==> src/rtl/pipe_ctrl_if.sv <==
// Pipeline status and control bundle between the pipeline stages and pipe_ctrl.
// The master side reports ID/EX/MEM status; the slave side (pipe_ctrl) drives controls.
interface pipe_ctrl_if;
    logic [4:0]  id_ra_addr;
    logic [4:0]  id_rb_addr;
    logic        id_uses_ra;
    logic        id_uses_rb;
    logic        id_is_jump;
    logic        ex_do_dm_read;
    logic [4:0]  ex_write_reg_addr;
    logic        ex_branch_taken;
    logic        mem_alu_overflow;
    logic        do_flush_REG1;
    logic        do_flush_REG2;
    logic        do_flush_REG3;
    logic        do_flush_REG4;
    logic        do_hazard;
    logic        pc_hold;
    logic [1:0]  pc_select;
    logic [15:0] stall_count;
    logic [15:0] flush_count;

    modport master (
        output id_ra_addr, id_rb_addr, id_uses_ra, id_uses_rb, id_is_jump,
        output ex_do_dm_read, ex_write_reg_addr, ex_branch_taken, mem_alu_overflow,
        input  do_flush_REG1, do_flush_REG2, do_flush_REG3, do_flush_REG4,
        input  do_hazard, pc_hold, pc_select, stall_count, flush_count
    );

    modport slave (
        input  id_ra_addr, id_rb_addr, id_uses_ra, id_uses_rb, id_is_jump,
        input  ex_do_dm_read, ex_write_reg_addr, ex_branch_taken, mem_alu_overflow,
        output do_flush_REG1, do_flush_REG2, do_flush_REG3, do_flush_REG4,
        output do_hazard, pc_hold, pc_select, stall_count, flush_count
    );
endinterface

==> src/rtl/pipe_ctrl.sv <==
// Five-stage pipeline sequencer: load-use stalls, jump/branch redirects, overflow
// traps with fetch drain, and saturating stall/flush event counters.
module pipe_ctrl #(
    parameter int LOAD_STALL_CYCLES = 1,
    parameter int TRAP_DRAIN_CYCLES = 2
) (
    input  logic        clock,
    input  logic        reset,
    pipe_ctrl_if.slave  bus
);

    typedef enum logic [1:0] {
        RUN        = 2'd0,
        LOAD_STALL = 2'd1,
        TRAP_DRAIN = 2'd2
    } state_t;

    localparam logic [1:0] SEL_SEQ  = 2'b00;
    localparam logic [1:0] SEL_JUMP = 2'b01;
    localparam logic [1:0] SEL_BR   = 2'b10;
    localparam logic [1:0] SEL_TRAP = 2'b11;

    localparam logic [2:0] STALL_RELOAD = 3'(LOAD_STALL_CYCLES - 1);
    localparam logic [2:0] DRAIN_RELOAD = 3'(TRAP_DRAIN_CYCLES);
    localparam bit         MULTI_STALL  = (LOAD_STALL_CYCLES > 1);

    function automatic logic [15:0] sat_inc(input logic [15:0] v);
        return (v == 16'hFFFF) ? v : v + 16'd1;
    endfunction

    state_t      state_q, state_d;
    logic [2:0]  cnt_q, cnt_d;
    logic [15:0] stall_count_q, stall_count_d;
    logic [15:0] flush_count_q, flush_count_d;

    logic        lu;
    logic        flush1, flush2, flush3, flush4;
    logic        hazard;
    logic        hold;
    logic [1:0]  sel;
    logic        redirect;

    // Register 0 is hardwired, so a load targeting it never creates a dependency.
    always_comb begin
        lu = bus.ex_do_dm_read && (bus.ex_write_reg_addr != 5'd0) &&
             ((bus.id_uses_ra && (bus.id_ra_addr == bus.ex_write_reg_addr)) ||
              (bus.id_uses_rb && (bus.id_rb_addr == bus.ex_write_reg_addr)));
    end

    always_comb begin
        state_d  = state_q;
        cnt_d    = cnt_q;
        flush1   = 1'b0;
        flush2   = 1'b0;
        flush3   = 1'b0;
        flush4   = 1'b0;
        hazard   = 1'b0;
        hold     = 1'b0;
        sel      = SEL_SEQ;
        redirect = 1'b0;

        unique case (state_q)
            RUN: begin
                if (bus.mem_alu_overflow) begin
                    {flush1, flush2, flush3, flush4} = 4'b1111;
                    sel      = SEL_TRAP;
                    cnt_d    = DRAIN_RELOAD;
                    state_d  = TRAP_DRAIN;
                    redirect = 1'b1;
                end else if (bus.ex_branch_taken) begin
                    {flush1, flush2} = 2'b11;
                    sel      = SEL_BR;
                    redirect = 1'b1;
                end else if (lu) begin
                    // A jump stuck behind a load-use waits in ID until the stall clears.
                    hazard = 1'b1;
                    hold   = 1'b1;
                    if (MULTI_STALL) begin
                        cnt_d   = STALL_RELOAD;
                        state_d = LOAD_STALL;
                    end
                end else if (bus.id_is_jump) begin
                    flush1   = 1'b1;
                    sel      = SEL_JUMP;
                    redirect = 1'b1;
                end
            end
            LOAD_STALL: begin
                if (bus.mem_alu_overflow) begin
                    {flush1, flush2, flush3, flush4} = 4'b1111;
                    sel      = SEL_TRAP;
                    cnt_d    = DRAIN_RELOAD;
                    state_d  = TRAP_DRAIN;
                    redirect = 1'b1;
                end else if (bus.ex_branch_taken) begin
                    {flush1, flush2} = 2'b11;
                    sel      = SEL_BR;
                    state_d  = RUN;
                    redirect = 1'b1;
                end else begin
                    hazard = 1'b1;
                    hold   = 1'b1;
                    cnt_d  = cnt_q - 3'd1;
                    if (cnt_q == 3'd1) begin
                        state_d = RUN;
                    end
                end
            end
            TRAP_DRAIN: begin
                // Fetch stays quiesced; every status input is ignored until the drain ends.
                flush1 = 1'b1;
                hold   = 1'b1;
                cnt_d  = cnt_q - 3'd1;
                if (cnt_q == 3'd1) begin
                    state_d = RUN;
                end
            end
            default: begin
                state_d = RUN;
                cnt_d   = 3'd0;
            end
        endcase

        if (reset) begin
            {flush1, flush2, flush3, flush4} = 4'b1111;
            hazard   = 1'b0;
            hold     = 1'b1;
            sel      = SEL_SEQ;
            redirect = 1'b0;
            state_d  = RUN;
            cnt_d    = 3'd0;
        end
    end

    always_comb begin
        stall_count_d = hazard   ? sat_inc(stall_count_q) : stall_count_q;
        flush_count_d = redirect ? sat_inc(flush_count_q) : flush_count_q;
    end

    always_ff @(posedge clock) begin
        if (reset) begin
            state_q       <= RUN;
            cnt_q         <= 3'd0;
            stall_count_q <= 16'd0;
            flush_count_q <= 16'd0;
        end else begin
            state_q       <= state_d;
            cnt_q         <= cnt_d;
            stall_count_q <= stall_count_d;
            flush_count_q <= flush_count_d;
        end
    end

    assign bus.do_flush_REG1 = flush1;
    assign bus.do_flush_REG2 = flush2;
    assign bus.do_flush_REG3 = flush3;
    assign bus.do_flush_REG4 = flush4;
    assign bus.do_hazard     = hazard;
    assign bus.pc_hold       = hold;
    assign bus.pc_select     = sel;
    assign bus.stall_count   = stall_count_q;
    assign bus.flush_count   = flush_count_q;

endmodule

==> src/flat_wrapper.sv <==
// flat-port wrapper written by rule: the top's interface ports become plain ports
module pipe_ctrl_flat 
#(
    parameter int LOAD_STALL_CYCLES = 1,
    parameter int TRAP_DRAIN_CYCLES = 2
)
  (clock, reset, bus_id_ra_addr, bus_id_rb_addr, bus_id_uses_ra, bus_id_uses_rb, bus_id_is_jump, bus_ex_do_dm_read, bus_ex_write_reg_addr, bus_ex_branch_taken, bus_mem_alu_overflow, bus_do_flush_REG1, bus_do_flush_REG2, bus_do_flush_REG3, bus_do_flush_REG4, bus_do_hazard, bus_pc_hold, bus_pc_select, bus_stall_count, bus_flush_count);
  pipe_ctrl_if bus_i ();
  input  logic clock;
  input  logic reset;
  input wire logic [$bits(bus_i.id_ra_addr)-1:0] bus_id_ra_addr;
  input wire logic [$bits(bus_i.id_rb_addr)-1:0] bus_id_rb_addr;
  input wire logic [$bits(bus_i.id_uses_ra)-1:0] bus_id_uses_ra;
  input wire logic [$bits(bus_i.id_uses_rb)-1:0] bus_id_uses_rb;
  input wire logic [$bits(bus_i.id_is_jump)-1:0] bus_id_is_jump;
  input wire logic [$bits(bus_i.ex_do_dm_read)-1:0] bus_ex_do_dm_read;
  input wire logic [$bits(bus_i.ex_write_reg_addr)-1:0] bus_ex_write_reg_addr;
  input wire logic [$bits(bus_i.ex_branch_taken)-1:0] bus_ex_branch_taken;
  input wire logic [$bits(bus_i.mem_alu_overflow)-1:0] bus_mem_alu_overflow;
  output wire logic [$bits(bus_i.do_flush_REG1)-1:0] bus_do_flush_REG1;
  output wire logic [$bits(bus_i.do_flush_REG2)-1:0] bus_do_flush_REG2;
  output wire logic [$bits(bus_i.do_flush_REG3)-1:0] bus_do_flush_REG3;
  output wire logic [$bits(bus_i.do_flush_REG4)-1:0] bus_do_flush_REG4;
  output wire logic [$bits(bus_i.do_hazard)-1:0] bus_do_hazard;
  output wire logic [$bits(bus_i.pc_hold)-1:0] bus_pc_hold;
  output wire logic [$bits(bus_i.pc_select)-1:0] bus_pc_select;
  output wire logic [$bits(bus_i.stall_count)-1:0] bus_stall_count;
  output wire logic [$bits(bus_i.flush_count)-1:0] bus_flush_count;
  assign bus_i.id_ra_addr = bus_id_ra_addr;
  assign bus_i.id_rb_addr = bus_id_rb_addr;
  assign bus_i.id_uses_ra = bus_id_uses_ra;
  assign bus_i.id_uses_rb = bus_id_uses_rb;
  assign bus_i.id_is_jump = bus_id_is_jump;
  assign bus_i.ex_do_dm_read = bus_ex_do_dm_read;
  assign bus_i.ex_write_reg_addr = bus_ex_write_reg_addr;
  assign bus_i.ex_branch_taken = bus_ex_branch_taken;
  assign bus_i.mem_alu_overflow = bus_mem_alu_overflow;
  assign bus_do_flush_REG1 = bus_i.do_flush_REG1;
  assign bus_do_flush_REG2 = bus_i.do_flush_REG2;
  assign bus_do_flush_REG3 = bus_i.do_flush_REG3;
  assign bus_do_flush_REG4 = bus_i.do_flush_REG4;
  assign bus_do_hazard = bus_i.do_hazard;
  assign bus_pc_hold = bus_i.pc_hold;
  assign bus_pc_select = bus_i.pc_select;
  assign bus_stall_count = bus_i.stall_count;
  assign bus_flush_count = bus_i.flush_count;
  pipe_ctrl #(.LOAD_STALL_CYCLES(LOAD_STALL_CYCLES), .TRAP_DRAIN_CYCLES(TRAP_DRAIN_CYCLES)) u_core (.clock(clock), .reset(reset), .bus(bus_i));
endmodule
==> config.mk <==
export PLATFORM = sky130hd
export DESIGN_NAME = pipe_ctrl_flat
export DESIGN_NICKNAME = d
export VERILOG_FILES = /design/src/rtl/pipe_ctrl_if.sv /design/src/rtl/pipe_ctrl.sv /design/src/flat_wrapper.sv
export SDC_FILE = /design/constraint.sdc
export NUM_CORES = 1
export LEC_CHECK = 0
export ABC_CLOCK_PERIOD_IN_PS = 3000
export BUFFER_PORTS_ARGS = -buffer_cell sky130_fd_sc_hd__buf_2
export CORE_UTILIZATION = 47
export CTS_BUF_LIST = sky130_fd_sc_hd__clkbuf_16
export CTS_CLUSTER_DIAMETER = 50
export DETAILED_ROUTE_END_ITERATION = 10
export PLACE_DENSITY = 0.76
export SYNTH_ARGS = -nofsm -noshare
export SYNTH_HDL_FRONTEND = slang
export SYNTH_SLANG_ARGS = --single-unit
==> constraint.sdc <==
create_clock -name clock -period 3 [get_ports clock]
set_clock_uncertainty 0.05 [all_clocks]
set_input_delay 0.9 -clock clock [delete_from_list [all_inputs] [get_ports clock]]
set_output_delay 0.9 -clock clock [all_outputs]
set_load 0.005 [all_outputs]
## After elaboration in Yosys (flattened, before gate mapping)

Index checks and enable logic that the tools add are counted.
Widths: inputs -> output; s select.

- Bits in latches: 0
- Output and inout bits: 40
- RAM bits: 0
- Logic and storage cells: 70
- Flip-flop bits (word level): 37
- Bits of input ports: 23
- Memories kept: 0
- Bits in read-only memories: 0

- Shift operators: 0
- Bitwise logic cells: 2
- Add/sub/neg operators: 3
- Reduce and logical (&&, ||, !) cells: 11
- Multipliers: 0
- Eq/ne operators: 9
- Muxes and demuxes: 41
- $lt $le $gt $ge: 0
- Divide/modulo/power cells: 0

Operators with widths:

| kind | number |
|---|---|
| $add 16x1->16 const B | 2 |
| $eq 16x16->1 const B | 2 |
| $mux 1 | 21 |
| $mux 2 | 10 |
| $eq 5x5->1 | 2 |
| $mux 3 | 3 |
| $pmux 3 s3 | 1 |
| $pmux 1 s3 | 2 |
| $pmux 2 s3 | 1 |
| $reduce_and 2->1 | 3 |
| $reduce_bool 5->1 | 1 |
| $logic_and 1x1->1 | 4 |
| $pmux 1 s2 | 2 |
| $pmux 2 s2 | 1 |
| $eq 3x1->1 const B | 1 |
| $ne 3x3->1 const B | 1 |
| $sub 3x1->3 const B | 1 |
| $eq 2x1->1 const B | 1 |
| $eq 2x2->1 const B | 1 |
| $logic_not 2->1 | 1 |
| $ne 2x2->1 const B | 1 |
| $not 1->1 | 2 |
| $reduce_or 2->1 | 1 |
| $logic_or 1x1->1 | 1 |

## Logic depth before layout (Yosys ltp)

- Depth after elaboration: 10
- Mapped depth: 7
- Gate-level depth less buffers: 7

## Worst setup path after synthesis

Ideal clock, no wire load.

- Path kind: input to output
- Start point: input port bus_ex_write_reg_addr[0]
- End point: output port bus_pc_select[0]
- Stages: 5
- Path buffers: 0
- Data required time: 2.050 ns
- Path slack: -0.120 ns
- Arrival: 2.170 ns
- Path through: or4_4 > o21a_1 > a21oi_2 > a31oi_1 > nor3_1

- Cells in the longest elaborated chain, start to end: 9
- Elaborated cells on any way between the ends: 13
- Classes of those cells: eq/ne (2); mux (5); reduce/logical (6)

Ends and longest elaborated chain:

| item | line | RTL |
|---|---|---|
| from (decl) | flat_wrapper.sv:17 | `input wire logic [$bits(bus_i.ex_write_reg_addr)-1:0] bus_ex_write_reg_addr;` |
| $eq 5x5->1 (on tied branches) | pipe_ctrl.sv:46, pipe_ctrl.sv:47 |  |
| $logic_and 1x1->1 (on tied branches) | pipe_ctrl.sv:46, pipe_ctrl.sv:47 |  |
| $logic_or 1x1->1 | pipe_ctrl.sv:46 | `((bus.id_uses_ra && (bus.id_ra_addr == bus.ex_write_reg_addr)) \|\|` |
| $logic_and 1x1->1 * | pipe_ctrl.sv:45 | `lu = bus.ex_do_dm_read && (bus.ex_write_reg_addr != 5'd0) &&` |
| $mux 2 * | pipe_ctrl.sv:74 | `end else if (lu) begin` |
| $mux 2 * | pipe_ctrl.sv:70 | `end else if (bus.ex_branch_taken) begin` |
| $mux 2 * | pipe_ctrl.sv:64 | `if (bus.mem_alu_overflow) begin` |
| $pmux 2 s2 * | pipe_ctrl.sv:62 | `unique case (state_q)` |
| $mux 2 * | pipe_ctrl.sv:124 | `if (reset) begin` |
| to (decl) | flat_wrapper.sv:26 | `output wire logic [$bits(bus_i.pc_select)-1:0] bus_pc_select;` |

Every way passes the cells marked *; elsewhere a longest branch is shown, timed or not.

## Worst setup path after layout

- Start point: input port bus_ex_write_reg_addr[3]
- End point: output port bus_pc_hold

- Cells in the longest elaborated chain, start to end: 9
- Elaborated cells on any way between the ends: 13
- Classes of those cells: eq/ne (2); mux (5); reduce/logical (6)

Ends and longest elaborated chain:

| item | line | RTL |
|---|---|---|
| $eq 5x5->1 (on tied branches) | pipe_ctrl.sv:46, pipe_ctrl.sv:47 |  |
| $logic_and 1x1->1 (on tied branches) | pipe_ctrl.sv:46, pipe_ctrl.sv:47 |  |
| $logic_or 1x1->1 | pipe_ctrl.sv:46 |  |
| $logic_and 1x1->1 * | pipe_ctrl.sv:45 |  |
| $mux 1 * | pipe_ctrl.sv:74 |  |
| $mux 1 * | pipe_ctrl.sv:70 |  |
| $mux 1 * | pipe_ctrl.sv:64 |  |
| $pmux 1 s3 * | pipe_ctrl.sv:62 |  |
| $mux 1 * | pipe_ctrl.sv:124 |  |
| to (decl) | flat_wrapper.sv:25 | `output wire logic [$bits(bus_i.pc_hold)-1:0] bus_pc_hold;` |

Marked as above.

==> impl_summary.md <==
Yosys
Counting every instance in the synthesized netlist gives 268. The number of different library cells used by synthesis comes to roughly 50. The number of nets handed over by synthesis was roughly 300.

Ranked by total cell area, the synthesized netlist is headed by dfxtp_1 34%, mux2_2 7.3%, nor2_1 6.4%. The largest area contributor in the netlist is dfxtp_1. Synthesis inferred 37 register bits.

In the synthesized netlist the async set-or-reset flop fraction comes to 0. For this run, the register share of the synthesized area comes to 0.3422. The dominant register cell in the synthesized netlist is dfxtp_1. Ranked by instance count, the synthesized netlist is headed by 37 x dfxtp_1, 37 x nor2_1, 17 x nor2b_1. After synthesis the cells add up to approximately 2200 um2. During synthesis, Yosys emitted a total of 0 warnings. Of the post-synthesis cell area, the dominant cell type holds 0.3422. Each instance of the synthesized netlist takes up on average 8.077 um2. The number of enable-type register cells in the synthesized netlist is 0.

Drt
The via count normalized by instance count is around 5.5. The total wire length after detailed routing is approximately 5.3 mm. The detailed-route via count is approximately 2200. The wire length per cell is 13.27 um. The number of violations reported at the end of detailed-routing iteration 0 is about 100. The antenna violation net count after detailed routing is 0. For this run, design rule violations remaining after detail routing come to 0. The iteration count of the initial detailed-routing pass is 4.

Finish
The final-stage net count is between 300 and 400. The area growth from synthesis to layout is 32.95%. The number of antenna cells inserted is 0. Of the cells placed in the final design, the portion with a size suffix greater than 1 is 0.3439.

Global routing
Entering global routing, the biggest net connects 38 pins. The via count of the first global-routing pass is 1993. The number of antenna violations at the first check in global routing is 0. The first global-routing pass estimated just under 9 mm of wire. Summed over all layers, the global routing overflow is 0. The overall track demand over capacity in global routing is 0.2212.

Timing
The final number of max-transition violations is 0. The sum of negative setup slack is -680.6 ps. The number of setup violations in the final report is 4. The relative slew slack is 0.6843. Derived from the worst setup path, the maximum achievable clock frequency is ~300 MHz. The worst setup margin is -278.8 ps. The post-layout minimum cycle time is 3279 ps.

The final-report hold violation count is 0. For the pin with the worst max-slew slack, the measured transition is roughly 470 ps. Setup repair after global routing could not meet its margin everywhere. In the finished design, the share of the clock period the worst path needs comes to 1.093.

Placed design
At the end of routability-driven placement, the weighted congestion stood at approximately 0.76. The estimated wirelength of the detail-placed design is 3.724 mm. Buffers placed on the I/O ports in this run total 62. Timing analysis after detailed placement gives a worst setup slack of -222.5 ps.

Run
Max-cap violations in this run came to 0.

Clocking
Clock tree synthesis selected as its root buffer the cell clkbuf_16. The clock transition time at the flip-flop clock pins of the worst setup and hold paths is around 50 ps. No sink is reached through more buffers than the 2 on the longest clock path. The deepest level of the CTS H-tree is 2. The clock latency on the worst-skew pair is between 200 and 300 ps. The clock tree from TritonCTS is yes. The clock net sink count is 37. TritonCTS created 5 clock buffers.

Worst setup path
Along the worst path, the maximum fanout reaches 3. The setup path with the least slack is of type in -> out. The worst endpoint data arrival time is between 2000 and 2500 ps. STA classifies the critical path endpoint as a primary output. The worst setup path is launched from an input port.

The critical path required time is between 2000 and 2500 ps.

Worst hold path
The type of the worst min-delay path is reg -> reg.

Floorplanning
The die is ~70 um tall. The initial standard-cell utilization of the core is 0.4937. The total core area is 4384 um2.

For this design the top-level I/O count stands at 63. The standard-cell row count is 24. The horizontal extent of the die is ~70 um. The floorplan die area is approximately 4900 um2.

Pwr
The worst IR drop on VDD is about 260 uV. Power spread over the standard cell area amounts to ~440 nW/um2. For this design the static power due to leakage is ~0.0012 uW.

Status
The checks that failed: setup timing. The flow ran to the end, but the final reports show violations.
## through the flow
stage	cells	power (uW)	utilization	hold WS, ps	area [um2]
after floorplan	268	619.9	-	429.1	2172
after global placement	388	687.5	0.6025	423.4	2641
after detailed placement	388	691.3	0.6025	441.4	2641
after CTS	397	1268	0.6510	456.5	2854
after global routing	398	1316	0.6564	487.5	2878
final	398	1262	0.6564	452.5	2878
## path summary, 6_finish.rpt
path / slack [ps] / cells past startpoint / start / endpoint
worst max-delay path: -280 / 9 / bus_ex_write_reg_addr[3] / bus_pc_hold
worst max register to register: 740 / 7 / u_core.state_q[1]$_SDFFE_PP0P_ / u_core.bus.flush_count[5]$_SDFFE_PP0P_
worst min-delay path: 450 / 2 / u_core.bus.stall_count[9]$_SDFFE_PP0P_ / u_core.bus.stall_count[9]$_SDFFE_PP0P_
worst min register to register: 450 / 2 / u_core.bus.stall_count[9]$_SDFFE_PP0P_ / u_core.bus.stall_count[9]$_SDFFE_PP0P_
## worst max-delay path: stages
cell and delay [ps]:
buf_2 110, buf_4 140, xnor2_2 160, nand4_1 160, o22ai_2 230, buf_6 130
a21oi_4 60, o41ai_1 270, buf_2 170
## layout make-up
type                    count  area [um2]
clock buffers               5       125.1
clock inverters             2       35.03
fillers                   387        1506
inverters                   9       33.78
multi-input cells         211        1388
flip-flops and latches     37       740.7
well taps                  52       65.06
repair buffers             82       490.5
## state kept, by name, summed over array words and instances (netlist names)
name,count
u_core.bus.flush_count,16
u_core.bus.stall_count,16
u_core.cnt_q,3
u_core.state_q,2
## power breakdown
| group | switching [uW] | leakage (uW) | internal (uW) |
|---|---|---|---|
| logic | 85.9 | 0.000839 | 86.4 |
| clock network | 186 | 0.0000797 | 385 |
| registers | 15.9 | 0.000299 | 503 |
## logic make-up after synthesis
kind of cell | count (synthesis) | share of synthesized area
compound gates | 47 | 0.1422
xor+xnor | 13 | 0.05260
fa+ha+maj | 4 | 0.02312
buf+inv | 20 | 0.03700
flops | 37 | 0.3422
mux | 16 | 0.08439
simple gates | 131 | 0.3185
## repair_timing
action | CTS | global route
pin swaps | 2 | 2
setup endpoints to repair | 4 | 4
buffers inserted | 2 | 1
hold buffers | 0 | 0
resized for setup | 9 | 3
## cells in the final DEF, fill, tap and decap left out, types with 2 or more instances in the layout
| cell | count |
|---|---|
| buf_2 | 61 |
| dfxtp_1 | 37 |
| nor2_1 | 36 |
| nor2b_1 | 17 |
| buf_4 | 17 |
| a21oi_1 | 16 |
| mux2_2 | 14 |
| nand2_1 | 13 |
| nand3_1 | 13 |
| xnor2_1 | 11 |
| inv_1 | 9 |
| nand4_1 | 9 |
| nor3_1 | 9 |
| o21ai_0 | 8 |
| nor4_1 | 6 |
| o31ai_1 | 6 |
| clkbuf_16 | 5 |
| or4_1 | 4 |
| and3_1 | 4 |
| or3_1 | 4 |
| ha_1 | 4 |
| nand3b_1 | 3 |
| or2_2 | 2 |
| a21oi_2 | 2 |
| and2_1 | 2 |
| nand2b_1 | 2 |
| and4_1 | 2 |
| buf_6 | 2 |
## layer usage
layer  global-route usage  up-vias  part of all wire
li1                     -     1117                 -
met1               0.2736     1009              0.45
met2               0.3771       62              0.49
met3              0.05916        2             0.055
met4              0.06222        0            0.0057
met5                    0        -                 0
No activity file was read; power rests on OpenSTA's default activity.
